**src/rtl/aib_link_bringup_seq_if.sv**
```systemverilog
// AVMM configuration write port between the AIB bring-up sequencer and the channel CSR block.
interface aib_link_bringup_seq_if #(
    parameter int AVMM_WIDTH = 32,
    parameter int BYTE_WIDTH = 4
);
    logic [16:0]           avmm_addr;
    logic [BYTE_WIDTH-1:0] avmm_byte_en;
    logic                  avmm_write;
    logic [AVMM_WIDTH-1:0] avmm_wdata;
    logic                  avmm_waitreq;

    // Handshake: a write is accepted at the first clk_wr edge with avmm_write=1 and avmm_waitreq=0;
    // until then the master holds avmm_addr/avmm_byte_en/avmm_wdata/avmm_write unchanged.
    modport master (
        output avmm_addr, avmm_byte_en, avmm_write, avmm_wdata,
        input  avmm_waitreq
    );
    modport slave (
        input  avmm_addr, avmm_byte_en, avmm_write, avmm_wdata,
        output avmm_waitreq
    );
endinterface

```
**src/rtl/aib_link_bringup_seq.sv**
```systemverilog
// Single-channel AIB Gen2 link bring-up sequencer: detect, CSR programming, adapter reset release,
// lock/alignment wait, online gating and retry supervision, all in the clk_wr domain.
module aib_link_bringup_seq #(
    parameter int CFG_DEPTH   = 8,
    parameter int TIMEOUT_CYC = 65535,
    parameter int SETTLE_CYC  = 16,
    parameter int MAX_RETRY   = 3,
    parameter int AVMM_WIDTH  = 32,
    parameter int BYTE_WIDTH  = 4
) (
    input  logic                   clk_wr,
    input  logic                   rst_wr,
    input  logic                   start,
    input  logic                   m_device_detect,
    output logic [5:0]             cfg_idx,
    input  logic [16:0]            cfg_addr,
    input  logic [AVMM_WIDTH-1:0]  cfg_wdata,
    aib_link_bringup_seq_if.master avmm,
    output logic                   ns_adapter_rstn,
    output logic                   ns_mac_rdy,
    output logic [3:0]             dcc_dll_lock_req,
    input  logic                   ms_tx_transfer_en,
    input  logic                   sl_tx_transfer_en,
    input  logic                   m_rx_align_done,
    input  logic                   fs_mac_rdy,
    output logic                   tx_online,
    output logic                   rx_online,
    output logic                   link_up,
    output logic                   link_fail,
    output logic [1:0]             retry_cnt,
    output logic [3:0]             state_dbg
);
    typedef enum logic [3:0] {
        S_IDLE, S_DETECT, S_CFG_ISSUE, S_CFG_GAP, S_ADPT_RST,
        S_LOCK, S_LINK_UP, S_RETRY, S_FAIL
    } state_t;

    localparam logic [5:0]  CFG_LAST     = 6'(CFG_DEPTH - 1);
    localparam logic [15:0] SETTLE_LAST  = 16'(SETTLE_CYC - 1);
    localparam logic [15:0] TIMEOUT_LAST = 16'(TIMEOUT_CYC - 1);
    localparam logic [1:0]  RETRY_LIMIT  = 2'(MAX_RETRY);

    state_t      state, state_n;
    logic [15:0] cnt;
    logic        online;
    logic        link_ok;
    logic        wr_done;
    logic        load_wr;

    assign link_ok = ms_tx_transfer_en & sl_tx_transfer_en & m_rx_align_done & fs_mac_rdy;
    assign wr_done = (state == S_CFG_ISSUE) && !avmm.avmm_waitreq;
    assign load_wr = (state_n == S_CFG_ISSUE) && (state != S_CFG_ISSUE);

    always_ff @(posedge clk_wr) begin
        if (rst_wr) state <= S_IDLE;
        else        state <= state_n;
    end

    // Detect loss during programming waits for the in-flight write to be accepted.
    always_comb begin
        state_n = state;
        if (!start && state != S_FAIL) begin
            state_n = S_IDLE;
        end else begin
            case (state)
                S_IDLE:      state_n = S_DETECT;
                S_DETECT:    if (m_device_detect) state_n = S_CFG_ISSUE;
                S_CFG_ISSUE: begin
                    if (wr_done) begin
                        if (!m_device_detect)     state_n = S_RETRY;
                        else if (cfg_idx == CFG_LAST) state_n = S_ADPT_RST;
                        else                      state_n = S_CFG_GAP;
                    end
                end
                S_CFG_GAP:   state_n = m_device_detect ? S_CFG_ISSUE : S_RETRY;
                S_ADPT_RST: begin
                    if (!m_device_detect)         state_n = S_RETRY;
                    else if (cnt == SETTLE_LAST)  state_n = S_LOCK;
                end
                S_LOCK: begin
                    if (!m_device_detect)         state_n = S_RETRY;
                    else if (link_ok)             state_n = S_LINK_UP;
                    else if (cnt == TIMEOUT_LAST) state_n = S_RETRY;
                end
                S_LINK_UP:   if (!m_device_detect || !link_ok) state_n = S_RETRY;
                S_RETRY:     state_n = (retry_cnt == RETRY_LIMIT) ? S_FAIL : S_DETECT;
                S_FAIL:      state_n = S_FAIL;
                default:     state_n = S_IDLE;
            endcase
        end
    end

    always_ff @(posedge clk_wr) begin
        if (rst_wr || state_n == S_IDLE) begin
            cnt               <= '0;
            online            <= 1'b0;
            cfg_idx           <= '0;
            retry_cnt         <= '0;
            avmm.avmm_addr    <= '0;
            avmm.avmm_wdata   <= '0;
            avmm.avmm_write   <= 1'b0;
            avmm.avmm_byte_en <= '0;
        end else begin
            if (state_n != state)    cnt <= '0;
            else if (cnt != 16'hFFFF) cnt <= cnt + 16'd1;
            // Online follows LINK_UP by one cycle and drops on the edge that leaves it.
            online <= (state == S_LINK_UP) && (state_n == S_LINK_UP);
            if (state == S_RETRY || state == S_DETECT) cfg_idx <= '0;
            else if (wr_done)                          cfg_idx <= cfg_idx + 6'd1;
            if (state == S_RETRY && state_n == S_DETECT) retry_cnt <= retry_cnt + 2'd1;
            if (load_wr) begin
                avmm.avmm_addr    <= cfg_addr;
                avmm.avmm_wdata   <= cfg_wdata;
                avmm.avmm_write   <= 1'b1;
                avmm.avmm_byte_en <= '1;
            end else if (state_n != S_CFG_ISSUE) begin
                avmm.avmm_write   <= 1'b0;
                avmm.avmm_byte_en <= '0;
            end
        end
    end

    assign ns_adapter_rstn  = (state == S_ADPT_RST) || (state == S_LOCK) || (state == S_LINK_UP);
    assign ns_mac_rdy       = ns_adapter_rstn;
    assign dcc_dll_lock_req = ((state == S_LOCK) || (state == S_LINK_UP)) ? 4'hF : 4'h0;
    assign tx_online        = online;
    assign rx_online        = online;
    assign link_up          = online;
    assign link_fail        = (state == S_FAIL);
    assign state_dbg        = state;
endmodule

```
**src/flat_wrapper.sv**
```systemverilog
// flat-port wrapper written by rule: the top's interface ports become plain ports
module aib_link_bringup_seq_flat 
#(
    parameter int CFG_DEPTH   = 8,
    parameter int TIMEOUT_CYC = 65535,
    parameter int SETTLE_CYC  = 16,
    parameter int MAX_RETRY   = 3,
    parameter int AVMM_WIDTH  = 32,
    parameter int BYTE_WIDTH  = 4
)
  (clk_wr, rst_wr, start, m_device_detect, cfg_idx, cfg_addr, cfg_wdata, ns_adapter_rstn, ns_mac_rdy, dcc_dll_lock_req, ms_tx_transfer_en, sl_tx_transfer_en, m_rx_align_done, fs_mac_rdy, tx_online, rx_online, link_up, link_fail, retry_cnt, state_dbg, avmm_avmm_addr, avmm_avmm_byte_en, avmm_avmm_write, avmm_avmm_wdata, avmm_avmm_waitreq);
  aib_link_bringup_seq_if #(.AVMM_WIDTH(AVMM_WIDTH), .BYTE_WIDTH(BYTE_WIDTH)) avmm_i ();
  input  logic clk_wr;
  input  logic rst_wr;
  input  logic start;
  input  logic m_device_detect;
  output logic [5:0] cfg_idx;
  input  logic [16:0] cfg_addr;
  input  logic [AVMM_WIDTH-1:0] cfg_wdata;
  output logic ns_adapter_rstn;
  output logic ns_mac_rdy;
  output logic [3:0] dcc_dll_lock_req;
  input  logic ms_tx_transfer_en;
  input  logic sl_tx_transfer_en;
  input  logic m_rx_align_done;
  input  logic fs_mac_rdy;
  output logic tx_online;
  output logic rx_online;
  output logic link_up;
  output logic link_fail;
  output logic [1:0] retry_cnt;
  output logic [3:0] state_dbg;
  output wire logic [$bits(avmm_i.avmm_addr)-1:0] avmm_avmm_addr;
  output wire logic [$bits(avmm_i.avmm_byte_en)-1:0] avmm_avmm_byte_en;
  output wire logic [$bits(avmm_i.avmm_write)-1:0] avmm_avmm_write;
  output wire logic [$bits(avmm_i.avmm_wdata)-1:0] avmm_avmm_wdata;
  input wire logic [$bits(avmm_i.avmm_waitreq)-1:0] avmm_avmm_waitreq;
  assign avmm_avmm_addr = avmm_i.avmm_addr;
  assign avmm_avmm_byte_en = avmm_i.avmm_byte_en;
  assign avmm_avmm_write = avmm_i.avmm_write;
  assign avmm_avmm_wdata = avmm_i.avmm_wdata;
  assign avmm_i.avmm_waitreq = avmm_avmm_waitreq;
  aib_link_bringup_seq #(.CFG_DEPTH(CFG_DEPTH), .TIMEOUT_CYC(TIMEOUT_CYC), .SETTLE_CYC(SETTLE_CYC), .MAX_RETRY(MAX_RETRY), .AVMM_WIDTH(AVMM_WIDTH), .BYTE_WIDTH(BYTE_WIDTH)) u_core (.clk_wr(clk_wr), .rst_wr(rst_wr), .start(start), .m_device_detect(m_device_detect), .cfg_idx(cfg_idx), .cfg_addr(cfg_addr), .cfg_wdata(cfg_wdata), .avmm(avmm_i), .ns_adapter_rstn(ns_adapter_rstn), .ns_mac_rdy(ns_mac_rdy), .dcc_dll_lock_req(dcc_dll_lock_req), .ms_tx_transfer_en(ms_tx_transfer_en), .sl_tx_transfer_en(sl_tx_transfer_en), .m_rx_align_done(m_rx_align_done), .fs_mac_rdy(fs_mac_rdy), .tx_online(tx_online), .rx_online(rx_online), .link_up(link_up), .link_fail(link_fail), .retry_cnt(retry_cnt), .state_dbg(state_dbg));
endmodule
```
**config.mk**
```make
export PLATFORM = sky130hd
export DESIGN_NAME = aib_link_bringup_seq_flat
export DESIGN_NICKNAME = d
export VERILOG_FILES = /design/src/rtl/aib_link_bringup_seq_if.sv /design/src/rtl/aib_link_bringup_seq.sv /design/src/flat_wrapper.sv
export SDC_FILE = /design/constraint.sdc
export NUM_CORES = 1
export LEC_CHECK = 0
export CAP_MARGIN = 20
export CORE_AREA = 2 2 94 96
export DETAILED_ROUTE_END_ITERATION = 16
export DIE_AREA = 0 0 96 98
export GPL_ROUTABILITY_DRIVEN = 0
export PLACE_DENSITY = 0.76
export SLEW_MARGIN = 20
export SYNTH_ARGS = -nofsm -noshare
export SYNTH_HDL_FRONTEND = slang
export SYNTH_SLANG_ARGS = --single-unit
```
**constraint.sdc**
```tcl
create_clock -name clk_wr -period 2.5 [get_ports clk_wr]
set_input_delay 0.5 -clock clk_wr [delete_from_list [all_inputs] [get_ports clk_wr]]
set_output_delay 0.5 -clock clk_wr [all_outputs]
set_load 0.03 [all_outputs]
```
==> results of run 1 <==
[metrics by stage]
| step | cell area, µm² | cells | setup TNS, ns |
|---|---|---|---|
| final | 5450 | 641 | 0 |
| after CTS | 5440 | 641 | 0 |
| after global routing | 5450 | 641 | 0 |
| after floorplan | 3650 | 385 | 0 |
| after detailed placement | 5260 | 625 | -4.30 |
| after global placement | 5260 | 625 | -1.85 |
[flip-flops by register name, summed over array words and instances (netlist names)]
name and cells:
u_core.avmm.avmm_addr 17, u_core.avmm.avmm_byte_en 1, u_core.avmm.avmm_wdata 32, u_core.cfg_idx 6, u_core.cnt 16, u_core.link_up 1
u_core.retry_cnt 2, u_core.state_dbg 4
[metal layers]
layer / global-route usage, % / vias up / part of all wire, %
li1: - / 1638 / -
met1: 27.0 / 1574 / 43
met2: 32.9 / 140 / 45
met3: 9.95 / 7 / 11
met4: 6.59 / 0 / 1.2
met5: 0 / - / 0
[kinds of logic (layout without fill, tap and decap cells)]
kind of cell | count (synthesis) | count (layout) | share of synthesized area, %
fa+ha+maj | 4 | 4 | 1.37
compound gates | 32 | 32 | 7.31
flops | 79 | 79 | 43.4
simple gates | 163 | 163 | 23.5
xor+xnor | 20 | 20 | 4.80
buf+inv | 35 | 183 | 5.35
mux | 52 | 52 | 14.3
[final timing paths]
path | endpoint | slack, ns
worst max-delay path | u_core.avmm.avmm_wdata[29]$_SDFFE_PP0P_ | 0.19
worst min-delay path | u_core.avmm.avmm_wdata[20]$_SDFFE_PP0P_ | 0.50
worst max register to register | u_core.avmm.avmm_wdata[29]$_SDFFE_PP0P_ | 0.19
worst min register to register | u_core.avmm.avmm_wdata[20]$_SDFFE_PP0P_ | 0.50
[cell usage in the layout (no fill, tap or decap), drive strengths merged, types with 3 or more instances in the layout]
cell type / count
nand2b: 6
nor3: 3
xnor2: 13
dlygate4sd2: 7
mux2i: 51
o2111ai: 4
and4: 3
xor2: 7
inv: 8
nor2: 69
a21oi: 5
buf: 29
ha: 4
nand3: 19
clkbuf: 10
nor4: 10
or2: 3
nor3b: 11
nor2b: 3
clkdlybuf4s50: 125
nor4b: 6
dfxtp: 79
nand2: 13
o21ai: 8
nand4: 7
[cell usage after synthesis, types with 2 or more instances]
cell type	n	area share, %
and3_1	2	0.34
nor4_1	10	1.7
clkbuf_1	10	1.0
xor2_1	7	1.7
nand3_1	19	2.6
xnor2_1	13	3.1
mux2i_1	51	14
nand2b_1	6	1.0
o21ai_0	8	1.1
nor4b_1	5	1.2
inv_1	5	0.51
nor2b_1	3	0.51
nor2_1	68	7.0
ha_1	4	1.4
nor3b_1	11	2.3
buf_2	6	0.82
o2111ai_1	4	0.96
or2_2	2	0.34
nor3_1	3	0.41
nand4_1	7	1.2
dfxtp_1	79	43
nand2_1	13	1.3
a21oi_1	5	0.69
and4_1	3	0.72
nand4b_1	2	0.48
buf_4	13	2.7
[final cells by class]
class	count	area [µm²]	area share, %
timing repair buffer	162	1630	29.9
inverter	5	18.8	0.344
multi-input combinational	271	1900	34.8
clock buffer	10	138	2.52
tap	108	135	2.48
sequential	79	1580	29.0
clock inverter	6	52.6	0.964
[worst min-delay path: cells and delay by family (launching register included)]
family        cells  cell delay [ns]
simple gates      1             0.07
flops             1             0.34
mux               1             0.07
[power groups by stage]
stage	clock network, W	registers, W	logic (W)
6_report	0.000929	0.00127	0.000281
5_1_grt	0.000995	0.00128	0.000302
4_1_cts	0.000949	0.00127	0.000282
3_5_place_dp	0	0.00130	0.000280
3_3_place_gp	0	0.00130	0.000274
2_1_floorplan	0	0.00132	0.0000985
[what timing repair did]
item / in CTS / in global routing
pin swaps: 0 / 0
gates resized for setup: 7 / 2
setup endpoints to repair: 7 / 5
hold buffers: 0 / 0
==> impl_results.md, run 1 <==
* Hold Slack at approximately 0.50 ns
* Number of synthesized flops with an enable pin at 0
* Crit path max-delay family: compound AO/OA/AOI/OAI gates
* Routed Antenna Nets at 0
* Sw frac at between 20% and 30%
* Num CTS Buffers at 9
* CP Class: reg2reg
* Flop pwr share at about half
* P_int at 0.00184 W
* VDD IR max at between 0.3 and 0.4 mV
* Drt first pass iters at 5
* Fin Clk Skew at between 0.008 and 0.009 ns
* WL final at around 9600 µm
* Worst path most repeated cell: buf_12
* Avg Cell Area, Syn at approximately 9.5 µm²
* Remaining global-route overflow at 0
* Ant. Diodes at 0
* Rel. slew slack at between 60% and 70%
* Post-Syn Area at 0.00365 mm²
* Yosys warning count at 0
* Hold Path Depth at 2
* Final Hold Vio Count at 0
* Hold Path Class: reg2reg
* Fin util at 64.4%
* Initial antenna violation count at 0
* Port bufs at around 130
* CP startpoint: u_core.state_dbg[3]$_SDFF_PP0_
* Worst EP required at ~2.8 ns
* Outcome: finished, final reports clean
* Clock Latency Late Sink at between 0.3 and 0.4 ns
* Wire per inst at 15.0 µm
* Ratio of final minimum period to clock period at just over 90%
* Maximum capacitance violations at 0
* DP Wirelength at between 7000 and 8000 µm
* Maximum clock rate at roughly 430 MHz
* Worst reg2reg path startpoint: u_core.state_dbg[3]$_SDFF_PP0_
* Stages on the worst setup path at 7
* Syn Nets at 447
* Die area at around 0.0094 mm²
* Async set-reset flop share out of synthesis at 0%
* Worst setup EP type: flip-flop
* CTS tree: yes
* Final min period at about 2.3 ns
* Initial cell density of the core at approximately 43%
* Main synth FF type: dfxtp_1
* Area Overhead vs Synth at 49.5%
* Worst R2R Path Depth at 7
* GRT Overall Usage at 21.5%
* WP data arrival at approximately 2.6 ns
* Die width at 96 µm
* Vias at about 3,400
* Distinct cell type count after synthesis at 52
* Slowest CP cell: or4b_4
* Clock-pin slew on the worst setup and hold paths at 0.09 ns
* Part of the power in combinational logic at a little under an eighth
* # fillers at a little over 700
* NumNets Final at 590
* Core ar. at between 0.008 and 0.009 mm²
* Post CTS Setup Buffer Count at 0
* Mapped Cells at just under 400
* Pins Over Slew Limit at 0
* Leakage at between 2 and 2.5 nW
* Worst slew pin tran at 0.551 ns
* Min-Delay Startpoint: u_core.avmm.avmm_wdata[20]$_SDFFE_PP0P_
* Sequential area share after synthesis at 43.4%
* CP max FO at 14
* Unrepaired setup endpoints after global routing: false
* Site row count at 34
* P per Cell Area at 456 mW/mm²
* Max stage delay on crit path at 0.57 ns
* Largest net degree at the start of global routing at 53
* Bufs and invs on worst path at 2
* Iter 0 DRT Violations at about 190
* Die Height at roughly 100 µm
* Depth of the CTS H-tree at 3
* Clock power frac at 37.4%
* Place WS at -0.196 ns
* Power Total at around 0.0025 W
* Post-synthesis register bit count at a little under 80
* Root Driver: clkbuf_8
* First-pass GRT wire length at 16,000 µm
* Clock Sinks at 79
* Residual DRC at 0
* Final number of setup-violating endpoints at 0
* Share of cells above drive strength 1 at approximately 11%
* Crit start category: flip-flop
* Clk buf depth at 2
* Vias per inst at 5.24
* Worst path cell trace: or4b_4 -> o32ai_2 -> o221ai_4 -> buf_12 -> buf_12 -> mux2i_1 -> nor2_1
* P_sw at 0.000647 W
* Fin worst setup slack at around 0.19 ns
* IO Count at approximately 130
* Vias in the first global route at 3,378
(Power assumes the default switching activity.)
==> run 2, diff against run 1 <==
Settings changed: CORE_AREA 2 2 94 96 to 2 2 72 125, DIE_AREA 0 0 96 98 to 0 0 74 127, PLACE_DENSITY 0.76 to 0.75.
==> run 2 against run 1 <==
Clock-buffer cell count is 1 higher; worst hold slack lost 0.0048 ns; routed wire length up 4.0%; critical path depth down 4; sequential share of layout area is 0.28 points lower; sequential power is essentially flat; register-to-register slack improved by 0.04 ns; critical endpoint is now ns_mac_rdy; non-clock buffer count fell by 5; total power is 16% higher; flip-flop and latch count stayed put; die area is 0.11% lower; largest cell class unchanged; clock skew is essentially flat.
==> impl_results.md, run 2 (same netlist as run 1, synthesis figures left out) <==
* Max stage delay on crit path at 0.71 ns (+0.14 ns)
* Min-Delay Startpoint: u_core.avmm.avmm_wdata[12]$_SDFFE_PP0P_
* Final Non-Filler Cells at 643 (+0.31%)
* Vias at 3,324 (-1.0%)
* Critical R2R Capture: u_core.avmm.avmm_wdata[27]$_SDFFE_PP0P_
* Final number of setup-violating endpoints at 0 (unchanged)
* WP data arrival at 1.90 ns (-0.66 ns)
* Remaining global-route overflow at 0 (unchanged)
* Hold Path Class: reg2reg
* Maximum capacitance violations at 0 (unchanged)
* Power Total at 0.00287 W (+16%)
* Rel. slew slack at 61.6% (-1.3 points)
* CP Class: reg2out
* Fin Clk Skew at 0.00828 ns (+0.000125 ns)
* Routed Antenna Nets at 0 (unchanged)
* Site row count at 44 (+29%)
* Core ar. at 0.00831 mm² (-1.8%)
* Slowest CP cell: clkdlybuf4s50_1
* Share of cells above drive strength 1 at 9.66% (-1.2 points)
* Port bufs at 133 (unchanged)
* Leakage at 2.33 nW (+3.3%)
* Ant. Diodes at 0 (unchanged)
* Unrepaired setup endpoints after global routing: false
* Maximum clock rate at 417 MHz (-3.7%)
* Clock-pin slew on the worst setup and hold paths at 0.06 ns (-0.03 ns)
* Wire per inst at 15.5 µm (+3.7%)
* Hold Path Depth at 2 (unchanged)
* Final Hold Vio Count at 0 (unchanged)
* Largest reg by FF count: u_core.avmm.avmm_wdata
* Clock Sinks at 79 (unchanged)
* Die Height at 127 µm (+30%)
* Final min period at 2.40 ns (+0.0888 ns)
* R2R setup slack at 0.23 ns (+0.04 ns)
* Initial antenna violation count at 0 (unchanged)
* Worst reg2reg path startpoint: u_core.cfg_idx[2]$_SDFFE_PP0P_
* Outcome: finished, final reports clean
* Most common cell after layout, fill and taps aside: clkdlybuf4s50_1
* NumNets Final at 585 (-0.85%)
* Largest regs: u_core.avmm.avmm_wdata x32, u_core.avmm.avmm_addr x17, u_core.cnt x16
* Worst slew pin tran at 0.570 ns (+0.0188 ns)
* Max reg flops at 32 (unchanged)
* Dpl cell area at 0.00518 mm² (-1.5%)
* WL final at 9990 µm (+4.0%)
* Post_cts resized at 1 (-6)
* CP max FO at 8 (-6)
* Pins Over Slew Limit at 0 (unchanged)
* Cell area after layout at 0.00550 mm² (+0.96%)
* Worst R2R Path Depth at 7 (unchanged)
* Worst setup EP type: output port
* Root Driver: clkbuf_16
* Vias in the first global route at 3,478 (+3.0%)
* Worst EP required at 2.00 ns (-0.76 ns)
* Clk buf depth at 2 (unchanged)
* Initial cell density of the core at 43.9% (+0.79 points)
* Die area at 0.00940 mm² (-0.11%)
* Place WS at -0.127 ns (+0.0689 ns)
* IO Count at 134 (unchanged)
* First-pass GRT wire length at 16,500 µm (+3.0%)
* Ratio of final minimum period to clock period at 95.9% (+3.6 points)
* Worst path cell trace: nand2b_1 -> a21oi_1 -> clkdlybuf4s50_1
* Largest net degree at the start of global routing at 37 (-30%)
* Num CTS Buffers at 9 (unchanged)
* CTS tree: yes
* Worst Hold Endpoint: u_core.avmm.avmm_wdata[12]$_SDFFE_PP0P_
* Depth of the CTS H-tree at 3 (unchanged)
* Post CTS Setup Buffer Count at 0 (unchanged)
* Crit start category: flip-flop
* Die width at 74 µm (-23%)
* GRT Overall Usage at 22.6% (+1.1 points)
* Iter 0 DRT Violations at 82 (-56%)
* Residual DRC at 0 (unchanged)
* Placed cells at 627 (+0.32%)
* Clock Latency Late Sink at 0.33 ns (-0.03 ns)
* VDD IR max at 0.472 mV (+32%)
* P per Cell Area at 521 mW/mm² (+14%)
* DP Wirelength at 7700 µm (+7.9%)
* Hold-fix buffers at CTS at 0 (unchanged)
* Fin worst setup slack at 0.103 ns (-0.0888 ns)
* Drt first pass iters at 5 (unchanged)
* Area Overhead vs Synth at 50.9%
* Commonest cells after routing, fill and taps aside: clkdlybuf4s50_1, dfxtp_1, nor2_1, mux2i_1, buf_4
* Vias per inst at 5.17 (-1.3%)
-- run 2: cell count changes in the layout (fill, tap and decap cells not counted), moves of 2 or more --
cell,change
clkbuf_16,+9
buf_12,-4
inv_6,-2
dlygate4sd2_1,-6
clkbuf_8,-9
dlymetal6s2s_1,+5
-- run 2: layout make-up --
| cell class | count | area, µm² |
|---|---|---|
| fill | 688 | 2810 |
| multi-input combinational | 271 | 1890 |
| sequential | 79 | 1580 |
| timing repair buffer | 157 | 1560 |
| clock buffer | 11 | 243 |
| tap | 115 | 144 |
| clock inverter | 5 | 66.3 |
| inverter | 5 | 18.8 |
-- run 2: stage by stage --
step	hold slack [ns]	util [%]	TNS (ns)
2_1_floorplan	0.554	-	0
3_3_place_gp	0.472	62.3	-2.27
3_5_place_dp	0.487	62.3	-5.92
4_1_cts	0.503	66.0	0
5_1_grt	0.524	66.2	0
6_report	0.496	66.2	0
-- run 2: worst max path at each step --
stage,startpoint,end,slack [ns],cells past startpoint
6_report,u_core.state_dbg[3]$_SDFF_PP0_,ns_mac_rdy,0.10,3
3_5_place_dp,m_device_detect,u_core.cnt[7]$_SDFFE_PP0P_,-0.13,8
5_1_grt,u_core.state_dbg[3]$_SDFF_PP0_,ns_mac_rdy,0.005,3
2_1_floorplan,u_core.state_dbg[0]$_SDFF_PP0_,u_core.avmm.avmm_addr[16]$_SDFFE_PP0P_,0.03,8
3_3_place_gp,m_device_detect,u_core.cnt[8]$_SDFFE_PP0P_,-0.09,8
4_1_cts,u_core.state_dbg[1]$_SDFF_PP0_,dcc_dll_lock_req[3],0.003,4
-- run 2: critical path: cells and delay by family, from the launching register on --
| family | cells | cell delay (ns) |
|---|---|---|
| buf+inv | 1 | 0.71 |
| flops | 1 | 0.32 |
| compound gates | 1 | 0.25 |
| simple gates | 1 | 0.29 |
-- run 2: metal layers --
metal / routed length [µm] / track usage (%) / vias to the layer above
met5: 0 / 0 / -
met4: 277 / 10.4 / 0
met3: 712 / 7.97 / 21
met2: 5570 / 41.0 / 116
met1: 3430 / 22.1 / 1550
li1: - / - / 1637
-- run 2: power breakdown --
part | leakage [nW] | internal (W) | switching (W)
registers | 0.637 | 0.00127 | 0.00000635
logic | 1.54 | 0.000156 | 0.000110
clock network | 0.148 | 0.000811 | 0.000517
==> run 3, diff against run 2 <==
Settings changed: MAX_ROUTING_LAYER set to met4.
==> run 3 against run 2 <==
Cell area unchanged; combinational power about the same; global-route usage increased by 0.62 points; critical endpoint unchanged; largest cell class unchanged; sequential power hardly changed; total power about the same.
==> impl_results.md, run 3 (same netlist as run 1, synthesis figures left out) <==
* Routed Antenna Nets at 0 (unchanged)
* Vias in the first global route at 3,485 (+0.20%)
* Placed cells at 627 (unchanged)
* IO Count at 134 (unchanged)
* Initial cell density of the core at 43.9% (unchanged)
* Outcome: finished, final reports clean
* Share of cells above drive strength 1 at 9.66% (unchanged)
* P_sw at 0.000634 W (+0.20%)
* Final Hold Vio Count at 0 (unchanged)
* Maximum clock rate at 417 MHz (about the same)
* Vias at 3,317 (-0.21%)
* Clk buf depth at 2 (unchanged)
* Clock power frac at 46.3% (about the same)
* CP Class: reg2out
* Ratio of final minimum period to clock period at 95.8% (about the same)
* Clock Sinks at 79 (unchanged)
* Final number of setup-violating endpoints at 0 (unchanged)
* Hold Path Class: reg2reg
* DP Wirelength at 7700 µm (unchanged)
* Initial antenna violation count at 0 (unchanged)
* Wire per inst at 15.6 µm (+0.23%)
* Hold-fix buffers at CTS at 0 (unchanged)
* VDD IR max at 0.473 mV (+0.34%)
* Sw frac at 22.1% (+0.034 points)
* Dpl cell area at 0.00518 mm² (unchanged)
* WP data arrival at 1.90 ns (about the same)
* Unrepaired setup endpoints after global routing: false
* CTS tree: yes
* Pins Over Slew Limit at 0 (unchanged)
* Die Height at 127 µm (unchanged)
* Largest regs: u_core.avmm.avmm_wdata x32, u_core.avmm.avmm_addr x17, u_core.cnt x16
* Residual DRC at 0 (unchanged)
* First-pass GRT wire length at 16,500 µm (-0.33%)
* Depth of the CTS H-tree at 3 (unchanged)
* NumNets Final at 585 (unchanged)
* Iter 0 DRT Violations at 83 (+1.2%)
* Num CTS Buffers at 9 (unchanged)
* Vias per inst at 5.16 (-0.21%)
* # fillers at 688 (unchanged)
* Largest reg by FF count: u_core.avmm.avmm_wdata
* Crit start category: flip-flop
* P_int at 0.00224 W (about the same)
* Ant. Diodes at 0 (unchanged)
* Worst slew pin tran at 0.563 ns (-0.00737 ns)
* Most common cell after layout, fill and taps aside: clkdlybuf4s50_1
* Leakage at 2.33 nW (unchanged)
* Die width at 74 µm (unchanged)
* Worst EP required at 2.00 ns (about the same)
* Commonest cells after routing, fill and taps aside: clkdlybuf4s50_1, dfxtp_1, nor2_1, mux2i_1, buf_4
* Cell area after layout at 0.00550 mm² (unchanged)
* Clock Latency Late Sink at 0.33 ns (about the same)
* Max reg flops at 32 (unchanged)
* Root Driver: clkbuf_16
* Site row count at 44 (unchanged)
* CP max FO at 8 (unchanged)
* Maximum capacitance violations at 0 (unchanged)
* Core ar. at 0.00831 mm² (unchanged)
* Port bufs at 133 (unchanged)
* Part of the power in combinational logic at 9.3% (about the same)
* Largest net degree at the start of global routing at 37 (unchanged)
* Drt first pass iters at 4 (-1)
* Rel. slew slack at 62.1% (+0.50 points)
* Fin Clk Skew at 0.00796 ns (-0.000316 ns)
* Clock-pin slew on the worst setup and hold paths at 0.06 ns (about the same)
* Worst setup EP type: output port
* P per Cell Area at 521 mW/mm² (about the same)
* Die area at 0.00940 mm² (unchanged)
* Area Overhead vs Synth at 50.9% (unchanged)
* WL final at 10,000 µm (+0.23%)
* Post CTS Setup Buffer Count at 0 (unchanged)
* Final Non-Filler Cells at 643 (unchanged)
* Fin util at 66.2% (unchanged)
* Flop pwr share at 44.4% (about the same)
* GRT Overall Usage at 23.2% (+0.62 points)
* Remaining global-route overflow at 0 (unchanged)
* Final min period at 2.40 ns (-0.000588 ns)
-- run 3: worst paths after layout --
path / startpoint / slack [ns] / to / cells past startpoint
max: u_core.state_dbg[3]$_SDFF_PP0_ / 0.10 / ns_mac_rdy / 3
min: u_core.avmm.avmm_wdata[12]$_SDFFE_PP0P_ / 0.50 / u_core.avmm.avmm_wdata[12]$_SDFFE_PP0P_ / 2
max reg2reg: u_core.cfg_idx[2]$_SDFFE_PP0P_ / 0.23 / u_core.avmm.avmm_wdata[27]$_SDFFE_PP0P_ / 7
min reg2reg: u_core.avmm.avmm_wdata[12]$_SDFFE_PP0P_ / 0.50 / u_core.avmm.avmm_wdata[12]$_SDFFE_PP0P_ / 2
-- run 3: timing repair --
item,CTS,global route
endpoints found under the hold margin,0,0
setup endpoints to repair,1,7
resized for setup,1,6
pin swaps,0,0
-- run 3: layout make-up --
cell class	instances	area (µm²)	area share, %
inverters	5	18.8	0.341
clock inverters	5	66.3	1.20
repair buffers	157	1560	28.4
clock buffers	11	243	4.41
flip-flops and latches	79	1580	28.7
well taps	115	144	2.61
multi-input cells	271	1890	34.3
-- run 3: worst max-delay path, stage by stage (launching register included) --
cell and delay (ns):
dfxtp_1 0.32, nand2b_1 0.29, a21oi_1 0.25, clkdlybuf4s50_1 0.71
-- run 3: per-layer routing --
layer  track usage (%)  up-vias  routed length, µm
met3              5.99       21                566
li1                  -     1642                  -
met4              10.7        0                308
met2              41.0      114               5540
met1              23.1     1540               3600
met5                 -        -                  0
-- run 3: power groups by stage --
stage	Sequential [W]	Combinational, W	Clock [W]
after floorplan	0.00132	0.0000985	0
after global placement	0.00130	0.000263	0
after detailed placement	0.00130	0.000267	0
after CTS	0.00128	0.000268	0.00136
after global routing	0.00128	0.000286	0.00141
final	0.00128	0.000266	0.00133
-- run 3: stage by stage --
step	power (W)	setup TNS, ns	setup slack (ns)	hold slack (ns)
after floorplan	0.00142	0	0.0322	0.554
after global placement	0.00157	-2.27	-0.0883	0.472
after detailed placement	0.00157	-5.92	-0.127	0.487
after CTS	0.00291	0	0.00333	0.503
after global routing	0.00297	0	0.00732	0.524
final	0.00287	0	0.104	0.495
